File: src/rtl/div_unit_pkg.sv
// div_pkg: shared widths, op encodings, FSM states and special-case results
// for the iterative divide/remainder unit.
package div_pkg;

  localparam int unsigned XLEN  = 32;
  localparam int unsigned CNT_W = $clog2(XLEN);
  localparam int unsigned REG_W = 5;
  localparam int unsigned OP_W  = 2;

  // op encoding follows funct3[1:0]; bit 0 = unsigned, bit 1 = remainder
  localparam logic [OP_W-1:0] OP_DIV  = 2'b00;
  localparam logic [OP_W-1:0] OP_DIVU = 2'b01;
  localparam logic [OP_W-1:0] OP_REM  = 2'b10;
  localparam logic [OP_W-1:0] OP_REMU = 2'b11;

  typedef enum logic [1:0] {
    ST_IDLE = 2'd0,
    ST_CALC = 2'd1,
    ST_FIX  = 2'd2,
    ST_DONE = 2'd3
  } div_state_e;

  localparam logic [XLEN-1:0] QUOT_DIV0  = '1;
  localparam logic [XLEN-1:0] SIGNED_MIN = {1'b1, {(XLEN-1){1'b0}}};
  localparam logic [XLEN-1:0] NEG_ONE    = '1;

  // Architectural result for divide-by-zero or signed overflow
  function automatic logic [XLEN-1:0] special_result(
    input logic            is_rem,
    input logic            div_zero,
    input logic [XLEN-1:0] dividend
  );
    if (div_zero) begin
      return is_rem ? dividend : QUOT_DIV0;
    end
    return is_rem ? '0 : SIGNED_MIN;
  endfunction

endpackage

File: src/rtl/div_unit_if.sv
// div_unit_if: request/response bundle between execute stage and div_unit.
interface div_unit_if;
  import div_pkg::*;

  logic                 start;
  logic [OP_W-1:0]      op;
  logic [REG_W-1:0]     rdIn;
  logic [XLEN-1:0]      dividend;
  logic [XLEN-1:0]      divisor;
  logic                 busy;
  logic                 done;
  logic                 writeEnable;
  logic [REG_W-1:0]     writeReg;
  logic [XLEN-1:0]      writeData;

  modport master (
    output start, op, rdIn, dividend, divisor,
    input  busy, done, writeEnable, writeReg, writeData
  );

  modport slave (
    input  start, op, rdIn, dividend, divisor,
    output busy, done, writeEnable, writeReg, writeData
  );

endinterface

File: src/rtl/div_unit_step.sv
// div_step: one radix-2 restoring division iteration (combinational).
module div_step
  import div_pkg::*;
(
  input  logic [XLEN-1:0] rem,
  input  logic [XLEN-1:0] quot,
  input  logic [XLEN-1:0] divisor,
  output logic [XLEN-1:0] rem_next,
  output logic [XLEN-1:0] quot_next
);

  logic [XLEN:0] shifted;
  logic [XLEN:0] diff;

  // Shift {rem, quot} left, trial-subtract, keep the difference if non-negative
  always_comb begin
    shifted = {rem, quot[XLEN-1]};
    diff    = shifted - {1'b0, divisor};
    if (!diff[XLEN]) begin
      rem_next  = diff[XLEN-1:0];
      quot_next = {quot[XLEN-2:0], 1'b1};
    end else begin
      rem_next  = shifted[XLEN-1:0];
      quot_next = {quot[XLEN-2:0], 1'b0};
    end
  end

endmodule

File: src/rtl/div_unit.sv
// div_unit: iterative RV32M DIV/DIVU/REM/REMU with a registered single-cycle
// register-file write request.
// Build option: define DIV_EARLY_OUT_EN to retire divide-by-zero and signed
// overflow straight from IDLE to DONE.
module div_unit
  import div_pkg::*;
(
  input  logic      clk,
  input  logic      rst,
  div_unit_if.slave bus
);

  div_state_e        state_q, state_d;

  logic [OP_W-1:0]   op_q, op_d;
  logic [XLEN-1:0]   rem_q, rem_d;
  logic [XLEN-1:0]   quot_q, quot_d;
  logic [XLEN-1:0]   dvsr_q, dvsr_d;
  logic [XLEN-1:0]   a_raw_q, a_raw_d;
  logic [CNT_W-1:0]  cnt_q, cnt_d;
  logic              q_neg_q, q_neg_d;
  logic              r_neg_q, r_neg_d;
  logic              div0_q, div0_d;
  logic              ovf_q, ovf_d;

  logic              busy_q, busy_d;
  logic              done_q, done_d;
  logic              we_q, we_d;
  logic [REG_W-1:0]  wreg_q, wreg_d;
  logic [XLEN-1:0]   wdata_q, wdata_d;

  logic [XLEN-1:0]   step_rem, step_quot;

  logic              in_signed, in_div0, in_ovf;
  logic [XLEN-1:0]   abs_a, abs_b;
  logic [XLEN-1:0]   quot_fix, rem_fix, fix_result;

  div_step u_step (
    .rem       (rem_q),
    .quot      (quot_q),
    .divisor   (dvsr_q),
    .rem_next  (step_rem),
    .quot_next (step_quot)
  );

  // Decode the incoming request: signedness, magnitudes and special cases
  always_comb begin
    in_signed = ~bus.op[0];
    in_div0   = (bus.divisor == '0);
    in_ovf    = in_signed && (bus.dividend == SIGNED_MIN) && (bus.divisor == NEG_ONE);
    abs_a     = (in_signed && bus.dividend[XLEN-1]) ? -bus.dividend : bus.dividend;
    abs_b     = (in_signed && bus.divisor[XLEN-1])  ? -bus.divisor  : bus.divisor;
  end

  // Sign-correct the raw result; special cases take precedence over sign fixes
  always_comb begin
    quot_fix = q_neg_q ? -quot_q : quot_q;
    rem_fix  = r_neg_q ? -rem_q  : rem_q;
    if (div0_q || ovf_q) begin
      fix_result = special_result(op_q[1], div0_q, a_raw_q);
    end else begin
      fix_result = op_q[1] ? rem_fix : quot_fix;
    end
  end

  // State register
  always_ff @(posedge clk) begin
    if (rst) begin
      state_q <= ST_IDLE;
    end else begin
      state_q <= state_d;
    end
  end

  // Next-state logic
  always_comb begin
    state_d = state_q;
    case (state_q)
      ST_IDLE: begin
        if (bus.start) begin
`ifdef DIV_EARLY_OUT_EN
          state_d = (in_div0 || in_ovf) ? ST_DONE : ST_CALC;
`else
          state_d = ST_CALC;
`endif
        end
      end
      ST_CALC: begin
        if (cnt_q == CNT_W'(XLEN - 1)) begin
          state_d = ST_FIX;
        end
      end
      ST_FIX:  state_d = ST_DONE;
      ST_DONE: state_d = ST_IDLE;
      default: state_d = ST_IDLE;
    endcase
  end

  // Datapath and output next values
  always_comb begin
    op_d    = op_q;
    rem_d   = rem_q;
    quot_d  = quot_q;
    dvsr_d  = dvsr_q;
    a_raw_d = a_raw_q;
    cnt_d   = cnt_q;
    q_neg_d = q_neg_q;
    r_neg_d = r_neg_q;
    div0_d  = div0_q;
    ovf_d   = ovf_q;
    wreg_d  = wreg_q;
    wdata_d = wdata_q;

    case (state_q)
      ST_IDLE: begin
        if (bus.start) begin
          op_d    = bus.op;
          wreg_d  = bus.rdIn;
          a_raw_d = bus.dividend;
          quot_d  = abs_a;
          dvsr_d  = abs_b;
          rem_d   = '0;
          cnt_d   = '0;
          q_neg_d = in_signed && (bus.dividend[XLEN-1] ^ bus.divisor[XLEN-1]);
          r_neg_d = in_signed && bus.dividend[XLEN-1];
          div0_d  = in_div0;
          ovf_d   = in_ovf;
`ifdef DIV_EARLY_OUT_EN
          if (in_div0 || in_ovf) begin
            wdata_d = special_result(bus.op[1], in_div0, bus.dividend);
          end
`endif
        end
      end
      ST_CALC: begin
        rem_d  = step_rem;
        quot_d = step_quot;
        cnt_d  = cnt_q + 1'b1;
      end
      ST_FIX: begin
        wdata_d = fix_result;
      end
      default: ;
    endcase

    busy_d = (state_d != ST_IDLE);
    done_d = (state_d == ST_DONE);
    we_d   = done_d && (wreg_d != '0);
  end

  // Datapath and output registers
  always_ff @(posedge clk) begin
    if (rst) begin
      op_q    <= '0;
      rem_q   <= '0;
      quot_q  <= '0;
      dvsr_q  <= '0;
      a_raw_q <= '0;
      cnt_q   <= '0;
      q_neg_q <= 1'b0;
      r_neg_q <= 1'b0;
      div0_q  <= 1'b0;
      ovf_q   <= 1'b0;
      busy_q  <= 1'b0;
      done_q  <= 1'b0;
      we_q    <= 1'b0;
      wreg_q  <= '0;
      wdata_q <= '0;
    end else begin
      op_q    <= op_d;
      rem_q   <= rem_d;
      quot_q  <= quot_d;
      dvsr_q  <= dvsr_d;
      a_raw_q <= a_raw_d;
      cnt_q   <= cnt_d;
      q_neg_q <= q_neg_d;
      r_neg_q <= r_neg_d;
      div0_q  <= div0_d;
      ovf_q   <= ovf_d;
      busy_q  <= busy_d;
      done_q  <= done_d;
      we_q    <= we_d;
      wreg_q  <= wreg_d;
      wdata_q <= wdata_d;
    end
  end

  assign bus.busy        = busy_q;
  assign bus.done        = done_q;
  assign bus.writeEnable = we_q;
  assign bus.writeReg    = wreg_q;
  assign bus.writeData   = wdata_q;

endmodule

File: src/flat_wrapper.sv
// flat-port wrapper written by rule: the top's interface ports become plain ports
module div_unit_flat import div_pkg::*;
  (clk, rst, bus_start, bus_op, bus_rdIn, bus_dividend, bus_divisor, bus_busy, bus_done, bus_writeEnable, bus_writeReg, bus_writeData);
  div_unit_if bus_i ();
  input  logic clk;
  input  logic rst;
  input wire logic [$bits(bus_i.start)-1:0] bus_start;
  input wire logic [$bits(bus_i.op)-1:0] bus_op;
  input wire logic [$bits(bus_i.rdIn)-1:0] bus_rdIn;
  input wire logic [$bits(bus_i.dividend)-1:0] bus_dividend;
  input wire logic [$bits(bus_i.divisor)-1:0] bus_divisor;
  output wire logic [$bits(bus_i.busy)-1:0] bus_busy;
  output wire logic [$bits(bus_i.done)-1:0] bus_done;
  output wire logic [$bits(bus_i.writeEnable)-1:0] bus_writeEnable;
  output wire logic [$bits(bus_i.writeReg)-1:0] bus_writeReg;
  output wire logic [$bits(bus_i.writeData)-1:0] bus_writeData;
  assign bus_i.start = bus_start;
  assign bus_i.op = bus_op;
  assign bus_i.rdIn = bus_rdIn;
  assign bus_i.dividend = bus_dividend;
  assign bus_i.divisor = bus_divisor;
  assign bus_busy = bus_i.busy;
  assign bus_done = bus_i.done;
  assign bus_writeEnable = bus_i.writeEnable;
  assign bus_writeReg = bus_i.writeReg;
  assign bus_writeData = bus_i.writeData;
  div_unit u_core (.clk(clk), .rst(rst), .bus(bus_i));
endmodule
File: config.mk
export PLATFORM = sky130hd
export DESIGN_NAME = div_unit_flat
export DESIGN_NICKNAME = d
export VERILOG_FILES = /design/src/rtl/div_unit_pkg.sv /design/src/rtl/div_unit_if.sv /design/src/rtl/div_unit_step.sv /design/src/rtl/div_unit.sv /design/src/flat_wrapper.sv
export SDC_FILE = /design/constraint.sdc
export NUM_CORES = 1
export LEC_CHECK = 0
export ABC_AREA = 1
export CAP_MARGIN = 15
export CORE_ASPECT_RATIO = 0.5
export CORE_MARGIN = 2
export CORE_UTILIZATION = 45
export DETAILED_ROUTE_END_ITERATION = 8
export RECOVER_POWER = 50
export REMOVE_ABC_BUFFERS = 1
export SYNTH_ARGS = -nofsm -noshare
export SYNTH_HDL_FRONTEND = slang
export SYNTH_SLANG_ARGS = --single-unit
File: constraint.sdc
create_clock -name clk -period 2.75 [get_ports clk]
set_input_delay 0.55 -clock clk [delete_from_list [all_inputs] [get_ports clk]]
set_output_delay 0.55 -clock clk [all_outputs]
set_load 0.01 [all_outputs]
# Yosys cells after proc, flatten, opt, wreduce, memory -nomap -nowiden
# Cells that the tools add are included.
# word_totals
in_bits	74
elab_cells	71
output_inout_bits	40
ff_bits	181
# classes
muxes	25
n_eq_ne	8
add_sub_neg	6
reduce_logical	14
bitwise_logic	2
# ops
op	count
two-way mux 32 bit	13
negator 32 bit	4
case mux 32 bit (2 select lines)	2
== test 32 bit (second input constant)	2
subtractor 33 x 32 -> 33 bit	1
zero test 32 bit	1
two-way mux 5 bit	3
case mux 5 bit (2 select lines)	1
case mux 2 bit (4 select lines)	1
== test 2 bit (second input constant)	3
logical AND 1 bit	6
adder 5 x 1 -> 5 bit (second input constant)	1
== test 5 bit (second input constant)	1
nonzero test 5 bit	1
two-way mux 2 bit	2
AND reduction 2 bit	2
nonzero test 2 bit	2
two-way mux 1 bit	3
== test 2 x 1 -> 1 bit (second input constant)	1
zero test 2 bit	1
!= test 2 bit (second input constant)	1
logical OR 1 bit	1
inverter 1 bit	1
XOR 1 bit	1

# Depth between registers and ports, before layout
# depth
depth_word	5
depth_mapped	19
ltp_nobuf	17

# By module
# A second synthesis with hierarchy kept.
# unflattened
cells_unflattened	2430
area_unflattened_um2	14242.4
# by_module_without_submodules
mod	instances	cells_each	seq_area_each_um2	area_per_inst_um2
div_unit	1	1716	3603.5	10846.7
div_step	1	714	0.0	3395.8

# Worst setup path after synthesis
# OpenSTA, ideal clock, no wires.
# synth_path
path_type	register -> register
startpoint	register u_core.quot_q[31]
endpoint	register u_core.rem_q[27]
required_ns	2.610
stages_incl_launch_ff	20
setup_time_ns	0.140
n_path_buf	2
slack_ns	0.500
synth_period_minus_slack_ns	2.250
arrival_time_ns	2.110
cell_sequence	dfxtp_1 > inv_1 > ha_1 > fa_1 > inv_1 > nand2_1 > nand2_1 > nand3_1 > nand2_2 > nand2_2 > nand2_4 > nand2_4 > nand2_2 > nand2_2 > nand2_2 > buf_6 > buf_12 > nand2_4 > nand3_2 > a21oi_2
# synth_between
elab_chain_cells	3
# synth_lines
item	line	source
from (decl)	div_unit.sv:17	logic [XLEN-1:0] quot_q, quot_d;
from (signal assigned)	div_unit.sv:172	quot_q <= quot_d;
subtractor 33 x 32 -> 33 bit	div_unit_step.sv:18	diff = shifted - {1'b0, divisor};
two-way mux 32 bit	div_unit_step.sv:19	if (!diff[XLEN]) begin
case mux 32 bit (2 select lines)	div_unit.sv:114	case (state_q)
to (signal assigned)	div_unit.sv:171	rem_q <= rem_d;
to (decl)	div_unit.sv:16	logic [XLEN-1:0] rem_q, rem_d;
# Every way passes these cells.
# A chain may end at the register's enable or synchronous reset.

# Worst setup path after layout
# layout_path
startpoint	register u_core.quot_q[31]
endpoint	register u_core.rem_q[2]
# The elaborated chain is that of the path after synthesis.

==> metrics.yaml <==
htreeDepth: 4
layout.area.seq_sq_um: 3600
design_area_sq_um: 16400
avgSynthCellArea_sq_um: 6.08
grt_use_total: 0.292
syn2layout_area_growth_pct: 16.1
final_cell_mix: "nand2_1, inv_1, nor2_1, dfxtp_1, nand3_1"
crit_fanout: 14
p_total_mw: 9.37
finalWorstSetupSlack_ns: 0.153
drive_above_1_share: 0.0785
drt_iter0_markers: 1394
synth_ff_type: "dfxtp_1"
cts_resized: 0
fin_crit_sh: 0.944
slew_headroom: 0.263
drtPass1Iterations: 5
synth_enable_flop_cells: 0
cts_tree: "done"
numClockSinks: 180
viasPerCell: 5.31
final_util: 0.536
coreArea_sq_um: 30600
crit_arrival_ns: 2.94
whs_ns: 0.462
nFillCells: 3325
run_status: "finished clean"
cts_buffer_depth: 2
gr-total-overflow: 0
fp.dieW_um: 255
syn-cell-area_sq_um: 14100
clock_skew_ns: 0.0128
port_buffers: 113
gp_congestion: 0.949
final_nets: 2533
hold_path.class: "flip-flop to flip-flop"
grt_pass1_wl_mm: 74.2
antenna_found_initial: 0
grt_pass1_vias: 13400
cp-start-kind: "flip-flop"
cts_made_buffers: 17
cts-root-buf: "clkbuf_16"
worstMarginPinSlew_ns: 1.11
routedWlPerCell_um: 16.7
via_count: 15200
drc: 0
yosysWarnings: 0
mostFrequentLayoutCell: "nand2_1"
powerDensity_nw_per_um2: 571
pre_cts_slack_ns: 0.0794
max_cap_violations: 0
wl_mm: 47.8
worst-setup-path-type: "flip-flop to flip-flop"
yosysSeqAreaShare: 0.255
end_kind: "flip-flop"
hold_viol: 0
clk_latency_ns: 0.47
slew_violations: 0
post-cts-setup-buffers: 0
rows: 45
required_ns: 3.09
start_util: 0.462
place_area_sq_um: 15800
ys_types: 54
fmax_mhz: 385
io_pins: 114
die-height_um: 129
hpwlAfterDp_mm: 35.8
leakagePower_nw: 8.08
syn_inst: 2327
post-route-min-period_ns: 2.60
ctsHoldBuffers: 0
antenna_cells: 0
drtAntennaViolNets: 0
synth_seq_cells: 180
die_area_sq_um: 32900
rsz0062_at_grt: "false"
ir_drop_v: 0.000444
setup_viol_count_final: 0
grt_max_degree: 90
async_flop_share: 0
clk_pin_slew_ns: 0.08
multi_input_area_sq_um: 8760
-- metal layers --
metal	routed length, um	vias to the layer above	global-route usage
li1	-	7792	-
met1	24100	6846	0.449
met2	19600	488	0.427
met3	3390	36	0.0420
met4	626	0	0.0636
met5	0	-	0
-- cell type report --
type	instances	share of cell area
Inverter	340	0.0777
Tap cell	423	0.0322
Clock buffer	17	0.0259
Sequential cell	180	0.220
Timing Repair Buffer	172	0.0996
Multi-Input combinational cell	1708	0.534
Clock inverter	15	0.0112
-- state kept, by name, summed over array words and instances (netlist names), 2 cells and up --
| signal | count |
|---|---|
| u_core.rem_q | 32 |
| u_core.state_q | 2 |
| u_core.quot_q | 32 |
| u_core.cnt_q | 5 |
| u_core.bus.writeData | 32 |
| u_core.a_raw_q | 32 |
| u_core.bus.writeReg | 5 |
| u_core.dvsr_q | 32 |
-- synthesized netlist by cell type (4+ instances only) --
| cell type | instances | share of area |
|---|---|---|
| buf_6 | 4 | 0.0032 |
| nand2_4 | 15 | 0.012 |
| inv_2 | 11 | 0.0029 |
| clkinv_1 | 4 | 0.0011 |
| a22oi_1 | 16 | 0.0085 |
| xor2_1 | 27 | 0.017 |
| o22ai_1 | 10 | 0.0044 |
| a21oi_2 | 11 | 0.0068 |
| nor2_2 | 6 | 0.0027 |
| buf_1 | 15 | 0.0040 |
| nor3_1 | 42 | 0.015 |
| dfxtp_1 | 180 | 0.25 |
| clkbuf_1 | 59 | 0.016 |
| nand2_1 | 592 | 0.16 |
| xnor2_1 | 19 | 0.012 |
| o31ai_1 | 6 | 0.0032 |
| mux2i_1 | 5 | 0.0035 |
| nand3_2 | 31 | 0.022 |
| inv_1 | 325 | 0.086 |
| clkbuf_8 | 5 | 0.0049 |
| o21ai_1 | 6 | 0.0021 |
| o21bai_1 | 6 | 0.0032 |
| nand3_1 | 177 | 0.063 |
| buf_2 | 10 | 0.0035 |
| o21ai_0 | 168 | 0.059 |
| nand3b_1 | 11 | 0.0058 |
| o211ai_1 | 6 | 0.0032 |
| ha_1 | 39 | 0.035 |
| a21oi_1 | 165 | 0.058 |
| nand4_1 | 37 | 0.016 |
| a31oi_1 | 25 | 0.011 |
| nor2_1 | 221 | 0.059 |
| nand2_2 | 11 | 0.0049 |
| a211oi_1 | 16 | 0.0085 |
| nor4_1 | 11 | 0.0049 |
| o221ai_1 | 7 | 0.0043 |
-- final timing paths --
path / from / to / slack, ns / cells past startpoint
max: u_core.quot_q[31]$_SDFFE_PP0P_ / u_core.rem_q[2]$_SDFFE_PP0P_ / 0.15 / 18
min: u_core.a_raw_q[23]$_SDFFE_PP0P_ / u_core.a_raw_q[23]$_SDFFE_PP0P_ / 0.46 / 2
max reg2reg: u_core.quot_q[31]$_SDFFE_PP0P_ / u_core.rem_q[2]$_SDFFE_PP0P_ / 0.15 / 18
min reg2reg: u_core.a_raw_q[23]$_SDFFE_PP0P_ / u_core.a_raw_q[23]$_SDFFE_PP0P_ / 0.46 / 2
-- where the power goes --
group	leakage, nW	switching (mW)	internal [mW]
clock network	0.295	1.33	1.23
registers	1.47	0.178	2.78
logic	6.31	2.55	1.30
total	8.08	4.05	5.32
-- through the flow --
stage	cells	setup TNS [ns]
CTS	2854	0
detailed placement	2822	0
global route	2855	0
finish	2855	0
global placement	2822	0
floorplan	2228	-311.93
-- worst max-delay path: stages (launching register included) --
cell and delay [ns]:
dfxtp_1 0.36, inv_1 0.15, ha_1 0.25, fa_1 0.40, inv_1 0.09, nand2_1 0.05
nand2_1 0.08, nand3_1 0.08, nand2_2 0.11, nand2_2 0.07, nand2_4 0.07, nand2_4 0.06
nand2_2 0.07, nand2_2 0.07, nand2_2 0.11, clkbuf_16 0.23, nand2_1 0.07, nand3_1 0.07
a21oi_1 0.08
-- cells by family after synthesis --
kind of cell    Yosys count  synth area share
simple gates           1167             0.370
compound gates          450             0.179
buf+inv                 439             0.128
flops                   180             0.255
xor+xnor                 46            0.0285
fa+ha+maj                40            0.0359
mux                       5           0.00354
Power figures use the tool's default switching activity.
